### config.mk
export PLATFORM = sky130hd
export DESIGN_NAME = vacc_readout
export DESIGN_NICKNAME = d
export VERILOG_FILES = /design/src/rtl/xeng_vacc_pkg.sv /design/src/rtl/vacc_rd_fifo.sv /design/src/rtl/vacc_readout.sv
export SDC_FILE = /design/constraint.sdc
export NUM_CORES = 1
export LEC_CHECK = 0
export BUFFER_PORTS_ARGS = -buffer_cell sky130_fd_sc_hd__clkbuf_2
export CORE_MARGIN = 4
export CORE_UTILIZATION = 60
export DETAILED_ROUTE_END_ITERATION = 12
export HOLD_SLACK_MARGIN = 0.15
export PLACE_DENSITY = 0.82
export SLEW_MARGIN = 20
export SYNTH_ARGS = -nofsm -noshare
export SYNTH_HDL_FRONTEND = slang
export SYNTH_SLANG_ARGS = --single-unit
### constraint.sdc
create_clock -name clk -period 4.9 [get_ports clk]
set_input_delay 0.98 -clock clk [delete_from_list [all_inputs] [get_ports clk]]
set_output_delay 0.98 -clock clk [all_outputs]
set_load 0.005 [all_outputs]
### src/rtl/xeng_vacc_pkg.sv
// ---------------------------------------------------------------------------
// xeng_vacc_pkg
// Shared definitions for the vector-accumulator readout path:
//   - vacc_state_t : readout FSM state encoding
//   - FIFO_DEPTH / FIFO_CNT_W : output FIFO geometry
//   - log2c()     : ceiling log2, a constant function that works in any flow
//   - acc_width() : accumulated word width from input width and length bits
// ---------------------------------------------------------------------------
package xeng_vacc_pkg;

  typedef enum logic [1:0] {
    ST_IDLE  = 2'd0,
    ST_READ  = 2'd1,
    ST_DRAIN = 2'd2
  } vacc_state_t;

  localparam int FIFO_DEPTH = 4;
  localparam int FIFO_CNT_W = 3;

  // Ceiling log2 written as a simple loop so it elaborates as a constant
  // function everywhere; log2c(1) = 0, log2c(32) = 5.
  function automatic int log2c(input int n);
    int r;
    r = 0;
    for (int v = n - 1; v > 0; v = v >>> 1) begin
      r = r + 1;
    end
    return r;
  endfunction

  // Accumulated word width: input sample width plus the growth from
  // summing 2**acc_len_bits samples.
  function automatic int acc_width(input int input_width, input int acc_len_bits);
    return input_width + acc_len_bits;
  endfunction

endpackage

### src/rtl/vacc_rd_fifo.sv
// ---------------------------------------------------------------------------
// vacc_rd_fifo
// Four-entry first-word-fall-through FIFO for readout words. When empty, a
// word being written is presented on the read side in the same cycle; if it
// is consumed right away it is never stored.
// Ports:
//   clk, rst  : clock, asynchronous active-high reset
//   wr_en     : write strobe (caller guarantees no write when full)
//   wr_data   : word to write ({last flag, data})
//   rd_en     : consumer accepts the head word this cycle
//   rd_data   : head word, zero when nothing is available
//   rd_valid  : rd_data holds a word
//   count     : number of stored words (0..4)
// ---------------------------------------------------------------------------
module vacc_rd_fifo
  import xeng_vacc_pkg::*;
#(
  parameter int WIDTH = 13
) (
  input  logic                  clk,
  input  logic                  rst,
  input  logic                  wr_en,
  input  logic [WIDTH-1:0]      wr_data,
  input  logic                  rd_en,
  output logic [WIDTH-1:0]      rd_data,
  output logic                  rd_valid,
  output logic [FIFO_CNT_W-1:0] count
);

  logic [WIDTH-1:0]      mem [FIFO_DEPTH];
  logic [1:0]            wr_ptr;
  logic [1:0]            rd_ptr;
  logic [FIFO_CNT_W-1:0] cnt;
  logic                  empty;
  logic                  bypass;
  logic                  store;
  logic                  take;

  // An empty FIFO passes the incoming word straight through; a stored word
  // is only created when the write is not consumed in the same cycle.
  always_comb begin
    empty    = (cnt == '0);
    bypass   = empty && wr_en && rd_en;
    store    = wr_en && !bypass;
    take     = rd_en && !empty;
    rd_valid = !empty || wr_en;
    if (!empty) begin
      rd_data = mem[rd_ptr];
    end else if (wr_en) begin
      rd_data = wr_data;
    end else begin
      rd_data = '0;
    end
  end

  // Storage array: no reset needed, occupancy is tracked by cnt.
  always_ff @(posedge clk) begin
    if (store) begin
      mem[wr_ptr] <= wr_data;
    end
  end

  always_ff @(posedge clk or posedge rst) begin
    if (rst) begin
      wr_ptr <= '0;
      rd_ptr <= '0;
      cnt    <= '0;
    end else begin
      if (store) begin
        wr_ptr <= wr_ptr + 2'd1;
      end
      if (take) begin
        rd_ptr <= rd_ptr + 2'd1;
      end
      case ({store, take})
        2'b10:   cnt <= cnt + FIFO_CNT_W'(1);
        2'b01:   cnt <= cnt - FIFO_CNT_W'(1);
        default: cnt <= cnt;
      endcase
    end
  end

  assign count = cnt;

endmodule

### src/rtl/vacc_readout.sv
// ---------------------------------------------------------------------------
// vacc_readout
// Reads one completed accumulation buffer out of a dual-buffer BRAM and
// streams its VECTOR_LENGTH words through a ready/valid interface.
// Reads are credit-limited so the 4-deep output FIFO can never overflow,
// whatever the consumer does with dout_ready.
// Ports:
//   clk, rst      : clock, asynchronous active-high reset
//   buf_done      : pulse, buffer buf_done_sel finished accumulating
//   buf_done_sel  : index of the finished buffer
//   ram_addr      : BRAM read address {buffer, word index}, 0 when idle
//   ram_en        : BRAM read enable
//   ram_dout      : BRAM data, valid RD_LATENCY cycles after ram_en
//   dout          : output word (FIFO head)
//   dout_valid    : dout holds a word
//   dout_ready    : consumer accepts the word
//   dout_last     : dout is the final word of the vector
//   busy          : readout in progress
//   overrun       : sticky, buf_done arrived while a readout was running
// ---------------------------------------------------------------------------
module vacc_readout
  import xeng_vacc_pkg::*;
#(
  parameter  int INPUT_WIDTH   = 4,
  parameter  int ACC_LEN_BITS  = 8,
  parameter  int VECTOR_LENGTH = 32,
  parameter  int RD_LATENCY    = 2,
  localparam int ACC_WIDTH     = acc_width(INPUT_WIDTH, ACC_LEN_BITS),
  localparam int VLB           = log2c(VECTOR_LENGTH)
) (
  input  logic                 clk,
  input  logic                 rst,
  input  logic                 buf_done,
  input  logic                 buf_done_sel,
  output logic [VLB:0]         ram_addr,
  output logic                 ram_en,
  input  logic [ACC_WIDTH-1:0] ram_dout,
  output logic [ACC_WIDTH-1:0] dout,
  output logic                 dout_valid,
  input  logic                 dout_ready,
  output logic                 dout_last,
  output logic                 busy,
  output logic                 overrun
);

  vacc_state_t           state;
  vacc_state_t           next_state;
  logic                  sel_q;
  logic [VLB-1:0]        counter;
  logic [RD_LATENCY-1:0] vld;
  logic [RD_LATENCY-1:0] lst;
  logic                  overrun_q;
  logic [7:0]            in_flight;
  logic [FIFO_CNT_W-1:0] fifo_count;
  logic                  credit_ok;
  logic                  issue;
  logic                  last_issue;
  logic                  head_last;

  // Words in the BRAM pipeline plus words held in the FIFO must never exceed
  // the FIFO depth, so every issued read is guaranteed a slot on return.
  always_comb begin
    in_flight = '0;
    for (int i = 0; i < RD_LATENCY; i++) begin
      in_flight = in_flight + 8'(vld[i]);
    end
    credit_ok  = (8'(fifo_count) + in_flight) < 8'(FIFO_DEPTH);
    last_issue = (counter == VLB'(VECTOR_LENGTH - 1));
  end

  // FSM state register.
  always_ff @(posedge clk or posedge rst) begin
    if (rst) begin
      state <= ST_IDLE;
    end else begin
      state <= next_state;
    end
  end

  // FSM next state. A readout can only begin from IDLE; DRAIN waits until the
  // pipeline and FIFO are both empty so busy covers every outstanding word.
  always_comb begin
    next_state = state;
    case (state)
      ST_IDLE: begin
        if (buf_done) begin
          next_state = ST_READ;
        end
      end
      ST_READ: begin
        if (issue && last_issue) begin
          next_state = ST_DRAIN;
        end
      end
      ST_DRAIN: begin
        if ((in_flight == '0) && (fifo_count == '0)) begin
          next_state = ST_IDLE;
        end
      end
      default: next_state = ST_IDLE;
    endcase
  end

  // FSM outputs. The address is forced to zero whenever no read is issued.
  always_comb begin
    busy     = (state != ST_IDLE);
    issue    = (state == ST_READ) && credit_ok;
    ram_en   = issue;
    ram_addr = issue ? {sel_q, counter} : '0;
  end

  // Datapath: buffer select, word counter, return-valid/last pipelines and
  // the sticky overrun flag. Clearing vld on reset is what drops any BRAM
  // data still returning from an abandoned readout.
  always_ff @(posedge clk or posedge rst) begin
    if (rst) begin
      sel_q     <= 1'b0;
      counter   <= '0;
      vld       <= '0;
      lst       <= '0;
      overrun_q <= 1'b0;
    end else begin
      if ((state == ST_IDLE) && buf_done) begin
        sel_q   <= buf_done_sel;
        counter <= '0;
      end else if (issue) begin
        counter <= counter + VLB'(1);
      end
      if (buf_done && (state != ST_IDLE)) begin
        overrun_q <= 1'b1;
      end
      vld[0] <= issue;
      lst[0] <= issue && last_issue;
      for (int i = 1; i < RD_LATENCY; i++) begin
        vld[i] <= vld[i-1];
        lst[i] <= lst[i-1];
      end
    end
  end

  assign overrun = overrun_q;

  vacc_rd_fifo #(
    .WIDTH (ACC_WIDTH + 1)
  ) u_fifo (
    .clk      (clk),
    .rst      (rst),
    .wr_en    (vld[RD_LATENCY-1]),
    .wr_data  ({lst[RD_LATENCY-1], ram_dout}),
    .rd_en    (dout_ready),
    .rd_data  ({head_last, dout}),
    .rd_valid (dout_valid),
    .count    (fifo_count)
  );

  assign dout_last = dout_valid && head_last;

endmodule

## Word level (Yosys, flattened, before mapping)

Memories as Yosys holds them, arrays and structs flattened.
Index checks and enable logic that the tools add are counted.

- Flip-flop bits (word level): 20
- RAM bits: 52
- Input port bits: 17
- Output and inout bits: 23
- Word-level logic and storage cells: 58
- Memories kept: 1

- Add/sub/neg operators: 7
- Order comparisons: 1
- Eq/ne operators: 8
- Multiplexer cells: 12
- Reductions and logical operators: 20

Memory list:

| name | depth | width | rd ports | clocked after Yosys merged registers in | wr ports | RTL line | text |
|---|---|---|---|---|---|---|---|
| u_fifo.mem | 4 | 13 | 1 | 0 | 1 | vacc_rd_fifo.sv:30 | `logic [WIDTH-1:0] mem [FIFO_DEPTH];` |

Operator list:

| cell | count |
|---|---|
| $mux 13 | 2 |
| $logic_and 1x1->1 | 10 |
| $mux 5 | 2 |
| $logic_not 8->1 | 1 |
| $mux 2 | 3 |
| $mux 6 | 1 |
| $ne 2x2->1 const B | 3 |
| $pmux 2 s3 | 1 |
| $pmux 3 s2 | 1 |
| $reduce_bool 2->1 | 3 |
| $add 5x1->5 const B | 1 |
| $eq 5x5->1 const B | 1 |
| $add 2x1->2 const B | 2 |
| $add 3x2->4 | 1 |
| $eq 2x1->1 const B | 2 |
| $eq 2x2->1 const B | 2 |
| $lt 4x3->1 const B | 1 |
| $add 3x1->3 const B | 1 |
| $logic_not 3->1 | 1 |
| $reduce_and 3->1 | 1 |
| $sub 3x1->3 const B | 1 |
| $add 1x1->2 | 1 |
| $logic_not 1->1 | 2 |
| $logic_not 2->1 | 1 |
| 2 further kinds | 3 |

## Depth between registers and ports, before layout

- Depth in word-level cells: 7
- Depth in mapped cells: 9
- Depth with buffers taken out: 9

## Hierarchy

A second synthesis with hierarchy kept.

- Cell total of the unflattened synthesis: 212
- Area total of the unflattened synthesis: 3185.6 µm²

Modules (own cells, without submodules):

| module | instances | cells each | area an instance (µm²) | seq. area each (µm²) |
|---|---|---|---|---|
| vacc_rd_fifo | 1 | 150 | 2526.2 | 1736.7 |
| vacc_readout | 1 | 62 | 659.4 | 325.3 |

## Worst setup path before layout

Ideal clock, no wire load.

- Path type: register to output
- Start point: register vld[1]
- End point: output ram_addr[0]
- Arrival: 1498 ps
- Data required time: 3920 ps
- Slack: 2422 ps
- Stages on the path, launching flop included: 5
- Path buffers: 0
- Path through: dfrtp_1 ha_1 ha_1 or4b_4 nor3_1

- Cells in the longest elaborated chain, start to end: 5

Ends and longest elaborated chain:

| item | RTL line | text |
|---|---|---|
| start: declaration | vacc_readout.sv:50 | `logic [RD_LATENCY-1:0] vld;` |
| start signal: indexed assignment | vacc_readout.sv:135 | `vld[i] <= vld[i-1];` |
| $add 1x1->2 | vacc_readout.sv:65 | `in_flight = in_flight + 8'(vld[i]);` |
| $add 3x2->4 | vacc_readout.sv:67 | `credit_ok = (8'(fifo_count) + in_flight) < 8'(FIFO_DEPTH);` |
| $lt 4x3->1 | vacc_readout.sv:67 |  |
| $logic_and 1x1->1 | vacc_readout.sv:107 | `issue = (state == ST_READ) && credit_ok;` |
| $mux 6 | vacc_readout.sv:109 | `ram_addr = issue ? {sel_q, counter} : '0;` |
| end: declaration | vacc_readout.sv:35 | `output logic [VLB:0] ram_addr,` |

Every way passes these cells.

## Worst setup path after layout

- Start point: register vld[1]
- End point: output ram_addr[5]

Same word-level chain as after synthesis.

==> run metrics <==
Via Count=1,838; Antenna Nets Post-Route=0; grt total ovfl=0; vias in the first global route=1,796; RSZ-0062 raised after global routing=no; r2r worst-path depth=9; HPWL Detailed=3.64 mm; most frequent CP cell=ha_1; layout cells sized above 1=27.9%; post_cts resized=0; Crit path depth=5; max_cap viols=0; # DRC=0; Antenna Cells=0; Post-Place Cell Area=3360 um^2; Core Box Area=4880 um^2; Slew Limit Fails=0; Die Wd=80.0 um; clock sink count=72; r2r setup slk=2.05 ns; most common cell in the synthesized netlist=edfxtp_1; Multi-input gate area=976 um^2; first-pass GRT wire length=8.83 mm; Setup Skew=0.00986 ns; Placer Congestion=0.719; Synth Area in Adders=4.67%; die area=6390 um^2; antenna violations before repair=0; Worst Path Buf+Inv=1; CP max-delay cell=nor4b_2; XOR/XNOR share of the synthesized area=1.69%; simple-gate share of the synthesized area=12.1%; type of the worst setup path=reg2out; CP required=3.92 ns; GRT Overall Usage=18.8%; Least-Margin Pin Slew=0.999 ns; crit start category=flip-flop; CP Capture Point=ram_addr[5]; Finished Cell Area=3530 um^2; Synth area leaders=edfxtp_1 (50%), dfrtp_1 (16%), mux4_2 (9.4%); Max Freq=0.301 GHz; status=complete, no violations; Inst Count DP=309; max_slew headroom=33.1%; nets=281; Seq cells post-synth=72; Yosys cell types=29; syn nets=238; Cells after Synth=210; post-synth top area share=50.3%; compound-cell area share of the yosys netlist=1.97%; EDFF count, synth=52; Hold Slack=0.355 ns; FP Rows=25; synth cell count leaders=edfxtp_1 (52), nand2_1 (31), dfrtp_1 (20), nand3_1 (20), mux4_2 (13); vias per inst=5.66; I/O Buffers=39; CP max stage delay=0.59 ns; cell family with most CP delay=simple AND/OR/NAND/NOR gates; Storage cell area=2060 um^2; r2r startpoint=u_fifo.count[0]$_DFFE_PP0P_; final hold viol count=0; YS warnings=0; CP arrival=2.34 ns; Layout area overhead=13.6%; CP max FO=15; Initial Util=63.7%; ys flop type=edfxtp_1; final setup violation count=0; Power Dens Cells=603 nW/um^2; Initial DRC Count=147; Ports=40; worst setup margin=1.58 ns; # fillers=342; largest area contributor in the netlist=edfxtp_1; Wirelength per Cell=16.6 um; TritonCTS Buffers=9; largest net degree at the start of global routing=21; DRT Wirelength=5.41 mm; RR Endpoint=u_fifo.count[2]$_DFFE_PP0P_; worst setup slack after placement=1.90 ns; TritonCTS clock tree=done; insertion delay to the later sink of the worst-skew pair=0.33 ns; sequential area share after synthesis=66.4%; H-tree levels=3; Post-Layout Cell Count=325; largest family of logic cells by synthesized area=simple AND/OR/NAND/NOR gates; setup TNS=0 ns; FFs w/ async S/R, synth=27.8%; CTS Buffer Depth=2; Max VDD drop=0.000452 V; mux contribution to synthesized area=10.8%; Critical path origin=vld[1]$_DFF_PP0_; syn avg cell area=14.8 um^2; crit share post-route=67.9%; leakage=1.47 nW; CP Capture Type=output pin; Setup Buffers After CTS=0; minimum clock period=3.32 ns; hold_buf cts=0; Synth Cell Area=3110 um^2; Die H=80.0 um; clock root buffer=clkbuf_8; hold crit path type=reg2reg; worst path cell trace=ha_1 > ha_1 > nor4b_2 > and3_1 > clkbuf_2; clock slew at reported path FFs=0.07 ns; first-pass iteration count of the detailed router=4
-- report_power, final --
part           internal (mW)  switching (mW)  total (mW)
combinational          0.370           0.384       0.754
sequential             0.830           0.147       0.976
clock                  0.195           0.201       0.396
-- cell families (layout without fill, tap and decap cells) --
logic type      Yosys count  count (layout)
buf+inv                  19              67
xor+xnor                  6               6
mux                      17              17
flops                    72              72
simple gates             75              75
fa+ha+maj                11              11
compound gates           10              10
-- worst register-to-register path, delay by kind of cell, from the launching register on --
kind | cells | cell delay (ns)
XOR/XNOR | 2 | 0.29
adder cells (fa/ha/maj) | 2 | 0.55
AO/OA/AOI/OAI | 1 | 0.36
buffers and inverters | 2 | 0.18
flip-flops | 1 | 0.45
AND/OR/NAND/NOR | 2 | 0.93
-- cell usage in the layout, fill, tap and decap left out, types with 3 or more instances in the layout --
| master | synthesis | final |
|---|---|---|
| o21ai_0 | 3 | 3 |
| and3_1 | 8 | 8 |
| clkbuf_8 | 0 | 10 |
| edfxtp_1 | 52 | 52 |
| inv_1 | 12 | 12 |
| a21oi_1 | 3 | 3 |
| xor2_1 | 3 | 3 |
| clkbuf_2 | 0 | 39 |
| dfrtp_1 | 20 | 20 |
| nand3_1 | 20 | 20 |
| xnor2_1 | 3 | 3 |
| ha_1 | 10 | 10 |
| nand2_1 | 31 | 31 |
| mux4_2 | 13 | 13 |
| and2_1 | 5 | 5 |
| nor2_1 | 3 | 3 |
-- layer usage --
| metal | up-vias | GRT usage, % | part of all wire (%) | routed length, um |
|---|---|---|---|---|
| met5 | - | 0 | 0 | 0 |
| met4 | 0 | 6.08 | 1.3 | 69 |
| met3 | 7 | 4.40 | 5.0 | 272 |
| met2 | 50 | 31.5 | 51 | 2780 |
| met1 | 924 | 24.4 | 42 | 2290 |
| li1 | 857 | - | - | - |
-- area by class of cell --
type	count	area share (%)
clock buffers	12	4.11
clock inverters	4	0.603
flip-flops and latches	72	58.4
repair buffers	39	5.53
inverters	12	1.28
well taps	67	2.38
multi-input cells	119	27.7
-- how the worst min path moves through the flow --
stage / startpoint / slack [ns] / cells past startpoint / end
floorplan: lst[0]$_DFF_PP0_ / 0.33 / 0 / lst[1]$_DFF_PP0_
global placement: lst[0]$_DFF_PP0_ / 0.34 / 0 / lst[1]$_DFF_PP0_
detailed placement: lst[0]$_DFF_PP0_ / 0.34 / 0 / lst[1]$_DFF_PP0_
CTS: lst[0]$_DFF_PP0_ / 0.36 / 0 / lst[1]$_DFF_PP0_
global route: lst[0]$_DFF_PP0_ / 0.37 / 0 / lst[1]$_DFF_PP0_
finish: lst[0]$_DFF_PP0_ / 0.36 / 0 / lst[1]$_DFF_PP0_
-- state kept, by name (all words and copies together) (netlist names) --
register / count
state: 2
u_fifo.wr_ptr: 2
vld: 2
lst: 2
u_fifo.count: 3
counter: 5
sel_q: 1
u_fifo.rd_ptr: 2
overrun: 1
u_fifo.mem: 52
-- stage by stage --
stage          util, %  power [mW]
2_1_floorplan        -        1.49
3_3_place_gp      68.9        1.72
3_5_place_dp      68.9        1.76
4_1_cts           72.3        2.15
5_1_grt           72.3        2.28
6_report          72.3        2.13
(Power assumes the default switching activity.)
